==> config.mk <==
export PLATFORM = sky130hd
export DESIGN_NAME = txslot_sched
export DESIGN_NICKNAME = d
export VERILOG_FILES = /design/src/rtl/txslot_sched.sv
export SDC_FILE = /design/constraint.sdc
export NUM_CORES = 1
export LEC_CHECK = 0
export ABC_AREA = 1
export BUFFER_PORTS_ARGS = -buffer_cell sky130_fd_sc_hd__clkbuf_2
export CAP_MARGIN = 5
export CORE_MARGIN = 3
export CORE_UTILIZATION = 40
export DETAILED_ROUTE_END_ITERATION = 10
export PLACE_DENSITY = 0.73
export SLEW_MARGIN = 30
export SYNTH_ARGS = -nofsm -noshare
export SYNTH_HDL_FRONTEND = slang
export SYNTH_SLANG_ARGS = --single-unit
export TNS_END_PERCENT = 50
==> constraint.sdc <==
create_clock -name clk_6M -period 1.9 [get_ports clk_6M]
set_input_delay 0.475 -clock clk_6M [delete_from_list [all_inputs] [get_ports clk_6M]]
set_output_delay 0.475 -clock clk_6M [all_outputs]
set_load 0.01 [all_outputs]
==> src/rtl/txslot_sched.sv <==
// txslot_sched: master TX slot scheduler choosing SCO/LMP/ACL/POLL per master TX slot; `SCHED_POLL_EN enables POLL scheduling
module txslot_sched #(
  parameter int TPOLL_DEF = 40,
  parameter int CNT_W = 8
) (
  input  logic             clk_6M,
  input  logic             rstz,
  input  logic             conns,
  input  logic             regi_isMaster,
  input  logic             ms_tslot_p,
  input  logic             CLK1,
  input  logic             regi_sco_en,
  input  logic [CNT_W-1:0] regi_Tsco,
  input  logic [CNT_W-1:0] regi_Dsco,
  input  logic [CNT_W-1:0] regi_Tpoll,
  input  logic             lmp_pending,
  input  logic             acl_pending,
  input  logic             acl_flow_stop,
  input  logic [3:0]       regi_acl_pktype,
  input  logic [2:0]       acl_slots,
  output logic             ms_txcmd_p,
  output logic [1:0]       tx_src,
  output logic [3:0]       sched_pktype,
  output logic             tx_reservedslot,
  output logic             txtsco_p,
  output logic             busy
);
  typedef enum logic [1:0] {IDLE, DECIDE, ISSUE, HOLD} state_t;
  state_t state, state_n;
  logic [CNT_W-1:0] sco_cnt, dsco;
  logic [2:0] slot_rem, len;
  logic clr, mtx, res, sco_en_q, acl_ok, poll_ok, go, acl_sel;
  logic [1:0] src_n;
  logic [3:0] type_n;
  assign clr = rstz | !(conns & regi_isMaster);
  assign mtx = ms_tslot_p & !CLK1;
  assign dsco = regi_Dsco & ~CNT_W'(1);
  assign busy = slot_rem != 3'd0;
  assign ms_txcmd_p = state == ISSUE;
  assign txtsco_p = (state == ISSUE) && (tx_src == 2'd2);
`ifdef SCHED_POLL_EN
  logic [CNT_W-1:0] poll_cnt, tpoll;
  assign tpoll = (regi_Tpoll == '0) ? CNT_W'(TPOLL_DEF) : regi_Tpoll;
  assign poll_ok = poll_cnt == '0;
  // poll counter: saturating count-down per master TX slot, reloaded on any issued command
  always_ff @(posedge clk_6M) begin
    if (clr) poll_cnt <= tpoll;
    else if (state == DECIDE && go) poll_cnt <= tpoll;
    else if (mtx && poll_cnt != '0) poll_cnt <= poll_cnt - CNT_W'(1);
  end
`else
  logic unused_tpoll;
  assign unused_tpoll = ^{regi_Tpoll, CNT_W'(TPOLL_DEF)};
  assign poll_ok = 1'b0;
`endif
  // decision priority and FSM next state
  always_comb begin
    acl_ok = acl_pending & !acl_flow_stop & (!regi_sco_en | (CNT_W'(acl_slots) <= sco_cnt));
    go = res | lmp_pending | acl_ok | poll_ok;
    acl_sel = !res & !lmp_pending & acl_ok;
    src_n = res ? 2'd2 : lmp_pending ? 2'd3 : acl_ok ? 2'd1 : 2'd0;
    type_n = res ? 4'h7 : lmp_pending ? 4'h3 : acl_ok ? regi_acl_pktype : 4'h1;
    state_n = (state == IDLE) ? ((mtx && !busy) ? DECIDE : IDLE) :
              (state == DECIDE) ? (go ? ISSUE : IDLE) :
              (state == ISSUE) ? ((len != 3'd0) ? HOLD : IDLE) :
              (busy ? HOLD : IDLE);
  end
  // state register
  always_ff @(posedge clk_6M) begin
    if (clr) state <= IDLE;
    else state <= state_n;
  end
  // SCO counter, slot occupancy and registered command attributes
  always_ff @(posedge clk_6M) begin
    if (clr) begin
      sco_cnt <= dsco;
      sco_en_q <= 1'b0;
      res <= 1'b0;
      slot_rem <= 3'd0;
      len <= 3'd0;
      tx_src <= 2'd0;
      sched_pktype <= 4'h0;
      tx_reservedslot <= 1'b0;
    end else begin
      sco_en_q <= regi_sco_en;
      if (regi_sco_en && !sco_en_q) sco_cnt <= dsco;
      else if (mtx && regi_sco_en) sco_cnt <= (sco_cnt == '0) ? regi_Tsco - CNT_W'(2) : sco_cnt - CNT_W'(2);
      if (mtx) res <= regi_sco_en && sco_cnt == '0;
      if (state == ISSUE) slot_rem <= len;
      else if (ms_tslot_p && busy) slot_rem <= slot_rem - 3'd1;
      if (ms_tslot_p) tx_reservedslot <= 1'b0;
      else if (state == DECIDE && res) tx_reservedslot <= 1'b1;
      if (state == DECIDE && go) begin
        tx_src <= src_n;
        sched_pktype <= type_n;
        len <= acl_sel ? acl_slots - 3'd1 : 3'd0;
      end
    end
  end
endmodule

==> flow_summary_export.csv, run 1 <==
group,metric,value,unit
logic_synthesis,synth_top_area_cell,"dfxtp_1",
floorplanning,fp.dieW,67.5,um
power,peakVddDrop,0.232,mV
power,power.switching,0.269,mW
logic_synthesis,async_reset_ff_frac,0,
logic_synthesis,synthCells,214,
placement,dp.cells,306,
sta,slew_headroom,0.730,
logic_synthesis,synth_top_cells_by_count,"nand2_1, inv_1, nor2_1",
worst_hold_path,holdPathStages,3,
logic_synthesis,synth-edff-count,7,
sta,skew,0.00368,ns
power,sw_frac_of_total,0.258,
worst_hold_path,hp-class,"input port to flip-flop",
job,max-cap-violations,0,
setup_path,path_common_cell,"nand2_1",
floorplanning,ios,51,
clock_network,cts_tree,"built",
sta,maxSlewViolCount,0,
setup_path,slowest_delay,0.43,ns
sta,tns,0,ns
setup_path,crit_fanout,9,
sta,hold_slack,0.461,ns
setup_path,critPathCaptureType,"flip-flop",
power,internal_power,0.775,mW
sta,fmax,585,MHz
cells_and_area,nFillCells,358,
route,ant_nets,0,
clock_network,cts_made_buffers,3,
clock_network,clock-sinks,25,
logic_synthesis,synthTopCellsByArea,"dfxtp_1, nand2_1, edfxtp_1",
sta,period_needed,1.71,ns
clock_network,clk_pin_slew,0.09,ns
global_route,antenna_found_initial,0,
worst_hold_path,holdPathEnd,"sched_pktype[3]$_SDFFE_PP0P_",
cells_and_area,fin_cells,310,
floorplanning,die_area,4560,um2
route,drt_iter0_drc,29,
logic_synthesis,synth_seq_area_share,0.377,
global_route,grt_pass1_vias,1332,
logic_synthesis,synth_cell_types,29,
power,power,1.04,mW
power,p_leak,0.918,nW
global_route,grtUsageMet3,0.0200,
cells_and_area,register_area,571,um2
logic_synthesis,syn_avg_cell_area,7.07,um2
placement,place_hpwl,2620,um
setup_path,cp.arrival,1.73,ns
run_status,outcome,"completed",
route,vias,1436,
worst_hold_path,worstHoldStart,"regi_acl_pktype[3]",
global_route,grt.total_usage,0.160,
setup_path,cp_slowest_cell,"edfxtp_1",
cells_and_area,drive_above_1_share,0.280,
power,power.share.combinational,0.154,
cells_and_area,multi_input_area,815,um2
setup_path,critPathRequiredTime,1.93,ns
setup_path,crit_path_start_kind,"flip-flop",
floorplanning,coreArea,3490,um2
cells_and_area,syn_to_final_growth,23.1,%
setup_path,r2r_start,"sco_cnt[7]$_DFFE_PP_",
sta,hold_viol_final,0,
sta,period_share,0.899,
route,routedWlPerCell,10.6,um
placement,port_buffers,41,
clock_network,cts_hold_buf,0,
route,drtPass1Iterations,4,
logic_synthesis,syn_nets,261,
logic_synthesis,synth_warnings,0,
global_route,grt_start_max_net_pins,15,
route,wl,3290,um
logic_synthesis,syn_area,1510,um2
sta,worst_pin_slew,0.405,ns
clock_network,cts_buffer_depth,2,
setup_path,path_class,"flip-flop to flip-flop",
global_route,grt_pass1_wl,5690,um
clock_network,insertion_delay,0.26,ns
power,p_clk_frac,0.301,
route,via_per_inst,4.63,
power,cellPowerDensity,560,nW/um2
sta,finalSetupViolations,0,
clock_network,cts_root_buf,"clkbuf_8",
setup_path,r2r_end,"sco_cnt[7]$_DFFE_PP_",
sta,grt_setup_unrepaired,"false",
logic_synthesis,yosysTopAreaCellShare,0.238,
logic_synthesis,yosysMostFrequentCell,"nand2_1",
power,p_seq_frac,0.545,
floorplanning,die_y,67.5,um
floorplanning,initial_core_util,0.433,
placement,gp_congestion,0.836,
global_route,grt_util_met2,0.273,
cells_and_area,diodes,0,
global_route,met1_usage,0.209,
route,drc_errors,0,
setup_path,path_cells,"nor2_2 > nand2_2 > nor2_4 > nand2_1 > nand2_2 > nor2_4 > nand3_2 > nand2_1 > nand3_1 > nand2_1",
logic_synthesis,yosys_most_used_dff,"dfxtp_1",
logic_synthesis,ys_ff_latch,25,
global_route,grt-ovfl-total,0,
setup_path,r2r_cells,10,
clock_network,cts_max_level,1,
global_route,grt.busiest_layer,"met2",
setup_path,reg2reg_setup_slack,0.19,ns
floorplanning,rows,21,
cells_and_area,fin_nets,312,
## power by group through the flow
| stage | clock network, mW | logic, mW | registers, mW |
|---|---|---|---|
| detailed placement | 0 | 0.159 | 0.581 |
| CTS | 0.322 | 0.160 | 0.569 |
| global route | 0.340 | 0.182 | 0.571 |
| finish | 0.314 | 0.161 | 0.569 |
| global placement | 0 | 0.156 | 0.580 |
| floorplan | 0 | 0.0997 | 0.579 |
## how the worst max path moves through the flow
stage	to	start	cells after the start	slack (ns)
final	sco_cnt[7]$_DFFE_PP_	sco_cnt[7]$_DFFE_PP_	10	0.19
after global routing	sco_cnt[7]$_DFFE_PP_	sco_cnt[7]$_DFFE_PP_	10	0.01
after CTS	len[1]$_SDFFE_PP0P_	sco_cnt[2]$_DFFE_PP_	9	0.12
after detailed placement	len[1]$_SDFFE_PP0P_	acl_slots[2]	9	0.01
after global placement	len[1]$_SDFFE_PP0P_	acl_slots[2]	9	0.03
after floorplan	sched_pktype[0]$_SDFFE_PP0P_	acl_slots[2]	9	0.28
## through the flow
stage                     area, um2  worst slack, ns   util
after global routing           1860           0.0107  0.533
after global placement         1810           0.0270  0.519
after CTS                      1860            0.116  0.532
final                          1860            0.192  0.533
after floorplan                1510            0.282      -
after detailed placement       1810           0.0120  0.519
## worst max-delay path, delay by kind of cell, from the launching register on
kind / cells / cell delay, ns
simple gates: 10 / 1.04
flops: 1 / 0.43
## cell type report
cell class,instances,area share
inverters,35,0.0705
clock inverters,1,0.00269
well taps,46,0.0309
repair buffers,46,0.130
multi-input cells,154,0.437
flip-flops and latches,25,0.306
clock buffers,3,0.0222
## kinds of logic after synthesis
group | Yosys count | share of synthesized area
AOI/OAI and AO/OA | 26 | 0.100
xor gates and xnor gates | 2 | 0.0116
adders and majority gates | 6 | 0.0496
buffers and inverters | 35 | 0.0868
DFF | 25 | 0.377
and+or+nand+nor | 120 | 0.375
## registers in the layout, indices dropped and copies added, names as in the netlist, named ones only
signal / count
sched_pktype: 4
sco_en_q: 1
res: 1
tx_reservedslot: 1
len: 3
sco_cnt: 7
tx_src: 2
slot_rem: 3
state: 2
## layer usage
metal  part of all wire  wire (um)  vias to the layer above
met4              0.012         40                        0
met5                  0          0                        -
li1                   -          -                      776
met1               0.45       1490                      630
met3              0.037        121                        4
met2               0.50       1630                       26
## placed cells by master (no fill, tap or decap), drive strengths merged
cell type	synthesis	routed
nand2	73	73
clkbuf	0	44
inv	34	34
nor2	27	27
dfxtp	18	18
a21oi	13	13
nand3	13	13
edfxtp	7	7
ha	6	6
o21ai	6	6
buf	0	5
nor3	4	4
a211oi	3	3
nand4	2	2
xor2	2	2
clkinv	1	2
a22o	1	1
or2	1	1
o21bai	1	1
a31oi	1	1
o211ai	1	1
## repair_timing
| action | in CTS | in global routing |
|---|---|---|
| buffers inserted | 0 | 0 |
| endpoints found under the setup margin | 0 | 4 |
| gates resized for setup | 0 | 1 |
(Power assumes the default switching activity.)
==> inputs of run 2 (changes only) <==
--- a/config.mk
+++ b/config.mk
@@ -12,6 +12,7 @@
 export CORE_UTILIZATION = 40
 export DETAILED_ROUTE_END_ITERATION = 10
 export PLACE_DENSITY = 0.73
+export SETUP_SLACK_MARGIN = 0.3
 export SLEW_MARGIN = 30
 export SYNTH_ARGS = -nofsm -noshare
 export SYNTH_HDL_FRONTEND = slang
==> run 2 against run 1 <==
Compared with the run above:
- design area rose by 9.5%
- count of clock-buffer cells in the layout did not move
- core utilization rose by 5.0 points
- critical path depth did not move
- combinational power rose by 26%
- first-iteration DRC count rose by 100%
- largest power group unchanged
- highest routed layer unchanged
==> flow_summary_export.csv, run 2 (synthesized netlist as in run 1, its figures left out) <==
group,metric,value,unit
sta,maxSlewViolCount,0,
route,drtPass1Iterations,4,
clock_network,cts_made_buffers,3,
setup_path,crit_buf_inv,0,
sta,tns,0,ns
setup_path,crit_path_start_kind,"flip-flop",
job,max-cap-violations,0,
floorplanning,ios,51,
clock_network,cts_max_level,1,
global_route,grt_pass1_wl,5860,um
sta,grt_setup_unrepaired,"true",
setup_path,cp.arrival,1.69,ns
setup_path,slowest_delay,0.41,ns
run_status,outcome,"completed",
power,p_seq_frac,0.513,
setup_path,path_cells,"nor2_2 > nand2_2 > nor2_4 > nand2_2 > nand2_1 > nor2_2 > nand3_2 > nand2_1 > nand3_1 > nand2_1",
cells_and_area,register_area,571,um2
route,vias,1486,
setup_path,critPathCaptureType,"flip-flop",
setup_path,critPathRequiredTime,1.94,ns
cells_and_area,final_common_cell,"nand2_1",
worst_hold_path,holdPathStages,3,
setup_path,reg2reg_setup_slack,0.25,ns
setup_path,r2r_start,"sco_cnt[6]$_DFFE_PP_",
route,via_per_inst,4.66,
floorplanning,rows,21,
sta,period_share,0.868,
clock_network,clock-sinks,25,
cells_and_area,fin_area,2040,um2
floorplanning,initial_core_util,0.433,
sta,skew,0.00496,ns
worst_hold_path,hp-class,"input port to flip-flop",
power,power.switching,0.303,mW
power,sw_frac_of_total,0.274,
clock_network,insertion_delay,0.28,ns
setup_path,path_class,"flip-flop to flip-flop",
route,met3WireLength,138,um
setup_path,r2r_cells,10,
global_route,antenna_found_initial,0,
route,drc_errors,0,
placement,gp_congestion,0.834,
placement,dpl_cell_area,1790,um2
clock_network,cts_buffer_depth,2,
power,internal_power,0.805,mW
route,ant_nets,0,
worst_hold_path,worstHoldStart,"regi_Tsco[0]",
power,p_leak,0.974,nW
route,drt_iter0_drc,59,
route,dr_wl_met2,1670,um
power,p_clk_frac,0.303,
sta,slew_headroom,0.634,
route,wl,3430,um
sta,period_needed,1.65,ns
sta,worst_pin_slew,0.549,ns
setup_path,r2r_end,"sco_cnt[7]$_DFFE_PP_",
cells_and_area,largest-register,"sco_cnt",
floorplanning,die_area,4560,um2
cells_and_area,diodes,0,
sta,hold_viol_final,0,
clock_network,clk_pin_slew,0.09,ns
global_route,grt.total_usage,0.165,
power,power,1.11,mW
sta,fmax,606,MHz
setup_path,path_common_cell,"nand2_1",
floorplanning,fp.dieW,67.5,um
sta,finalSetupViolations,0,
floorplanning,die_y,67.5,um
global_route,grt_start_max_net_pins,16,
clock_network,cts_root_buf,"clkbuf_8",
route,met1_length,1550,um
cells_and_area,reg.largest.list,"sco_cnt x7, sched_pktype x4",
clock_network,cts_tree,"built",
setup_path,cp_slowest_cell,"edfxtp_1",
floorplanning,coreArea,3490,um2
power,peakVddDrop,0.253,mV
global_route,grt_pass1_vias,1437,
setup_path,crit_fanout,8,
cells_and_area,fin_nets,321,
power,cellPowerDensity,543,nW/um2
cells_and_area,syn_to_final_growth,34.7,%
cells_and_area,final_cell_mix,"nand2_1, clkbuf_2, inv_1",
cells_and_area,nFillCells,342,
cells_and_area,multi_input_area,922,um2
setup_path,crit_family,"simple AND/OR/NAND/NOR gates",
global_route,grt-ovfl-total,0,
route,routedWlPerCell,10.7,um
power,power.share.combinational,0.183,
route,dr.max_layer_used,"met4",
placement,place_hpwl,2620,um
cells_and_area,drive_above_1_share,0.374,
placement,port_buffers,41,
cells_and_area,largest_reg_flops,7,
-- run 2: worst register-to-register path, delay by kind of cell, from the launching register on --
| family | cells | cell delay, ns |
|---|---|---|
| flops | 1 | 0.41 |
| simple gates | 10 | 1.02 |
-- run 2: area by class of cell --
| cell class | instances | area share |
|---|---|---|
| Clock buffer | 3 | 0.0202 |
| Clock inverter | 1 | 0.00307 |
| Inverter | 35 | 0.0644 |
| Multi-Input combinational cell | 155 | 0.452 |
| Sequential cell | 25 | 0.280 |
| Tap cell | 46 | 0.0282 |
| Timing Repair Buffer | 54 | 0.152 |
-- run 2: metal layers --
| metal | vias up | track usage |
|---|---|---|
| li1 | 798 | - |
| met1 | 652 | 0.218 |
| met2 | 29 | 0.281 |
| met3 | 7 | 0.0150 |
| met4 | 0 | 0.0532 |
| met5 | - | 0 |
-- run 2: repair_timing --
item	CTS	global route
pin swaps	7	21
cloned	1	0
buffers inserted	7	4
setup endpoints to repair	19	21
hold buffers	0	0
gates resized for setup	9	19
-- run 2: power by group through the flow --
stage               clock network (mW)  logic [mW]  registers (mW)
floorplan                            0       0.100           0.579
global placement                     0       0.152           0.580
detailed placement                   0       0.156           0.581
CTS                              0.345       0.184           0.569
global route                     0.358       0.227           0.571
finish                           0.336       0.203           0.569
-- run 2: worst max-delay path by stage --
| stage | startpoint | endpoint | slack, ns | cells after the start |
|---|---|---|---|---|
| after floorplan | acl_slots[0] | sched_pktype[0]$_SDFFE_PP0P_ | 0.30 | 12 |
| after global placement | acl_slots[2] | len[1]$_SDFFE_PP0P_ | 0.09 | 9 |
| after detailed placement | acl_slots[2] | len[1]$_SDFFE_PP0P_ | 0.03 | 9 |
| after CTS | sco_cnt[1]$_DFFE_PP_ | sco_cnt[7]$_DFFE_PP_ | 0.24 | 10 |
| after global routing | sco_cnt[6]$_DFFE_PP_ | sco_cnt[3]$_DFFE_PP_ | 0.14 | 10 |
| final | sco_cnt[6]$_DFFE_PP_ | sco_cnt[7]$_DFFE_PP_ | 0.25 | 10 |
-- run 2: metrics by stage --
step	utilization	instances	hold slack [ns]	setup WS, ns
6_report	0.584	319	0.451	0.250
5_1_grt	0.584	319	0.456	0.142
4_1_cts	0.557	315	0.444	0.243
3_5_place_dp	0.513	303	0.464	0.0287
3_3_place_gp	0.513	303	0.456	0.0851
2_1_floorplan	-	214	0.440	0.305
==> inputs of run 3 (changes only) <==
--- a/config.mk
+++ b/config.mk
@@ -5,7 +5,6 @@
 export SDC_FILE = /design/constraint.sdc
 export NUM_CORES = 1
 export LEC_CHECK = 0
-export ABC_AREA = 1
 export BUFFER_PORTS_ARGS = -buffer_cell sky130_fd_sc_hd__clkbuf_2
 export CAP_MARGIN = 5
 export CORE_MARGIN = 3
==> constraint.sdc (replaced) <==
create_clock -name clk_6M -period 1.9 [get_ports clk_6M]
set_input_delay 0.19 -clock clk_6M [delete_from_list [all_inputs] [get_ports clk_6M]]
set_output_delay 0.19 -clock clk_6M [all_outputs]
set_load 0.01 [all_outputs]
==> run 3 against run 2 <==
Compared with the run above:
- the run now ends with setup timing left
- global-route usage increased by 2.0 points
- sequential power about the same
- first-iteration DRC count up 8.5%
- worst setup slack lost 0.32 ns
- synthesized cell count decreased by 17%
- sequential share of layout area decreased by 1.0 points
- critical path type unchanged
==> flow_summary_export.csv, run 3 <==
group,metric,value,unit
run_status,outcome,"complete, but fails checks",
run_status,violations,"setup timing",
logic_synthesis,synth_seq_area_share,0.372,
power,p_seq_frac,0.509,
power,internal_power,0.815,mW
power,cellPowerDensity,529,nW/um2
sta,skew,0.00234,ns
floorplanning,initial_core_util,0.435,
placement,place_hpwl,3120,um
logic_synthesis,ys_ff_latch,25,
logic_synthesis,synth_warnings,0,
route,routedWlPerCell,14.8,um
setup_path,crit_path_start_kind,"flip-flop",
cells_and_area,drive_above_1_share,0.378,
power,sw_frac_of_total,0.272,
clock_network,cts_max_level,1,
power,power,1.12,mW
placement,gp_congestion,0.865,
setup_path,path_class,"flip-flop to flip-flop",
global_route,antenna_found_initial,0,
sta,period_share,1.04,
cells_and_area,syn_to_final_growth,38.0,%
floorplanning,ios,51,
logic_synthesis,yosys_most_used_dff,"dfxtp_1",
route,ant_nets,0,
cells_and_area,largest_reg_flops,7,
route,wl,4200,um
power,power.switching,0.304,mW
cells_and_area,nFillCells,321,
job,max-cap-violations,0,
logic_synthesis,synthTopCellsByArea,"dfxtp_1, edfxtp_1, ha_1",
logic_synthesis,async_reset_ff_frac,0,
cells_and_area,fin_nets,286,
sta,slew_headroom,0.632,
power,p_clk_frac,0.283,
power,power.share.combinational,0.209,
floorplanning,coreArea,3520,um2
cells_and_area,final_common_cell,"clkbuf_2",
clock_network,clk_pin_slew,0.09,ns
sta,grt_setup_unrepaired,"true",
sta,hold_slack,0.143,ns
global_route,grt-ovfl-total,0,
placement,port_buffers,41,
floorplanning,fp.dieW,67.9,um
sta,maxSlewViolCount,0,
cells_and_area,post-route-util,0.601,
floorplanning,rows,21,
setup_path,critPathCaptureType,"flip-flop",
placement,dpl_cell_area,1920,um2
route,drc_errors,0,
floorplanning,die_y,67.9,um
clock_network,cts_hold_buf,0,
logic_synthesis,synthCells,178,
sta,finalSetupViolations,8,
sta,period_needed,1.97,ns
power,peakVddDrop,0.355,mV
worst_hold_path,hp-class,"input port to flip-flop",
route,vias,1612,
route,via_per_inst,5.68,
cells_and_area,reg.largest.list,"sco_cnt x7, sched_pktype x4",
setup_path,critPathRequiredTime,2.12,ns
logic_synthesis,synth_top_area_cell,"dfxtp_1",
cells_and_area,final_cell_mix,"clkbuf_2, buf_4, dfxtp_1",
clock_network,cts_made_buffers,3,
global_route,grt_pass1_wl,6350,um
logic_synthesis,syn_avg_cell_area,8.61,um2
route,drt_iter0_drc,64,
clock_network,cts_root_buf,"clkbuf_8",
logic_synthesis,yosysTopAreaCellShare,0.235,
sta,fmax,506,MHz
cells_and_area,fin_area,2120,um2
logic_synthesis,synth_cell_types,48,
sta,worst_slack,-0.0744,ns
sta,worst_pin_slew,0.547,ns
logic_synthesis,synth-edff-count,7,
route,drtPass1Iterations,4,
power,p_leak,0.865,nW
clock_network,cts_tree,"built",
clock_network,insertion_delay,0.27,ns
logic_synthesis,yosysMostFrequentCell,"dfxtp_1",
logic_synthesis,syn_nets,225,
global_route,grt_start_max_net_pins,15,
floorplanning,die_area,4610,um2
clock_network,cts_buffer_depth,2,
clock_network,clock-sinks,25,
logic_synthesis,synth_top_cells_by_count,"dfxtp_1, nand2_1, nor2_1",
global_route,grt_pass1_vias,1410,
worst_hold_path,holdPathStages,2,
setup_path,cp.arrival,2.20,ns
setup_path,r2r_cells,4,
setup_path,crit_fanout,5,
cells_and_area,largest-register,"sco_cnt",
global_route,grt.total_usage,0.185,
cells_and_area,multi_input_area,1020,um2
cells_and_area,diodes,0,
cells_and_area,register_area,571,um2
logic_synthesis,syn_area,1530,um2
sta,hold_viol_final,0,
## run 3: changes by cell type after synthesis, moves of 5 or more
cell / before / now
nand3_1: 10 / 4
nand2_1: 65 / 17
clkbuf_1: 0 / 6
a21oi_1: 13 / 8
inv_1: 33 / 10
o21ai_0: 4 / 10
nand2_2: 7 / 0
## run 3: timing repair
action | 4_1_cts | 5_1_grt
resized for setup | 16 | 15
buffers inserted | 1 | 2
pin swaps | 10 | 12
endpoints found under the hold margin | 0 | 0
setup endpoints to repair | 19 | 19
## run 3: metal layers
layer	track usage	vias to the layer above	wire, um
li1	-	801	-
met1	0.256	740	1960
met2	0.278	64	1870
met3	0.0296	7	278
met4	0.0893	0	89
met5	0	-	0
## run 3: per-stage QoR
stage / instances / TNS (ns) / setup slack, ns
CTS: 282 / -0.318 / -0.0627
finish: 284 / -0.387 / -0.0744
detailed placement: 277 / -0.990 / -0.126
global route: 284 / -1.08 / -0.123
global placement: 277 / -0.547 / -0.0826
floorplan: 178 / -0.991 / -0.139
## run 3: path summary, 6_finish.rpt
| check | endpoint | from | slack, ns |
|---|---|---|---|
| worst max-delay path | sched_pktype[0]$_SDFFE_PP0P_ | sco_cnt[5]$_DFFE_PP_ | -0.07 |
| worst max register to register | sched_pktype[0]$_SDFFE_PP0P_ | sco_cnt[5]$_DFFE_PP_ | -0.07 |
| worst min-delay path | len[0]$_SDFFE_PP0P_ | acl_slots[0] | 0.14 |
| worst min register to register | sched_pktype[3]$_SDFFE_PP0P_ | sched_pktype[3]$_SDFFE_PP0P_ | 0.47 |
## run 3: cell type report
| type | instances | area share |
|---|---|---|
| Multi-Input combinational cell | 136 | 0.483 |
| Inverter | 10 | 0.0177 |
| Timing Repair Buffer | 63 | 0.180 |
| Clock inverter | 1 | 0.00237 |
| Sequential cell | 25 | 0.270 |
| Clock buffer | 3 | 0.0195 |
| Tap cell | 46 | 0.0272 |
## run 3: cells by family (layout without fill, tap and decap cells)
logic type,count (synthesis),in the layout,share of synthesized area
xor gates and xnor gates,4,4,0.0229
adders and majority gates,6,6,0.0490
and+or+nand+nor,71,71,0.246
buffers and inverters,17,77,0.0424
DFF,25,25,0.372
AOI/OAI and AO/OA,55,55,0.268
## run 3: power by group through the flow
stage | logic (mW) | clock network, mW | registers (mW)
finish | 0.234 | 0.316 | 0.569
global placement | 0.186 | 0 | 0.580
global route | 0.255 | 0.349 | 0.571
floorplan | 0.0889 | 0 | 0.586
detailed placement | 0.189 | 0 | 0.580
CTS | 0.208 | 0.321 | 0.569
## run 3: critical path, stage by stage, from the launching register on
cell and delay, ns:
edfxtp_1 0.39, or4_4 0.60, or4_4 0.46, o2111ai_4 0.26
o221a_2 0.22
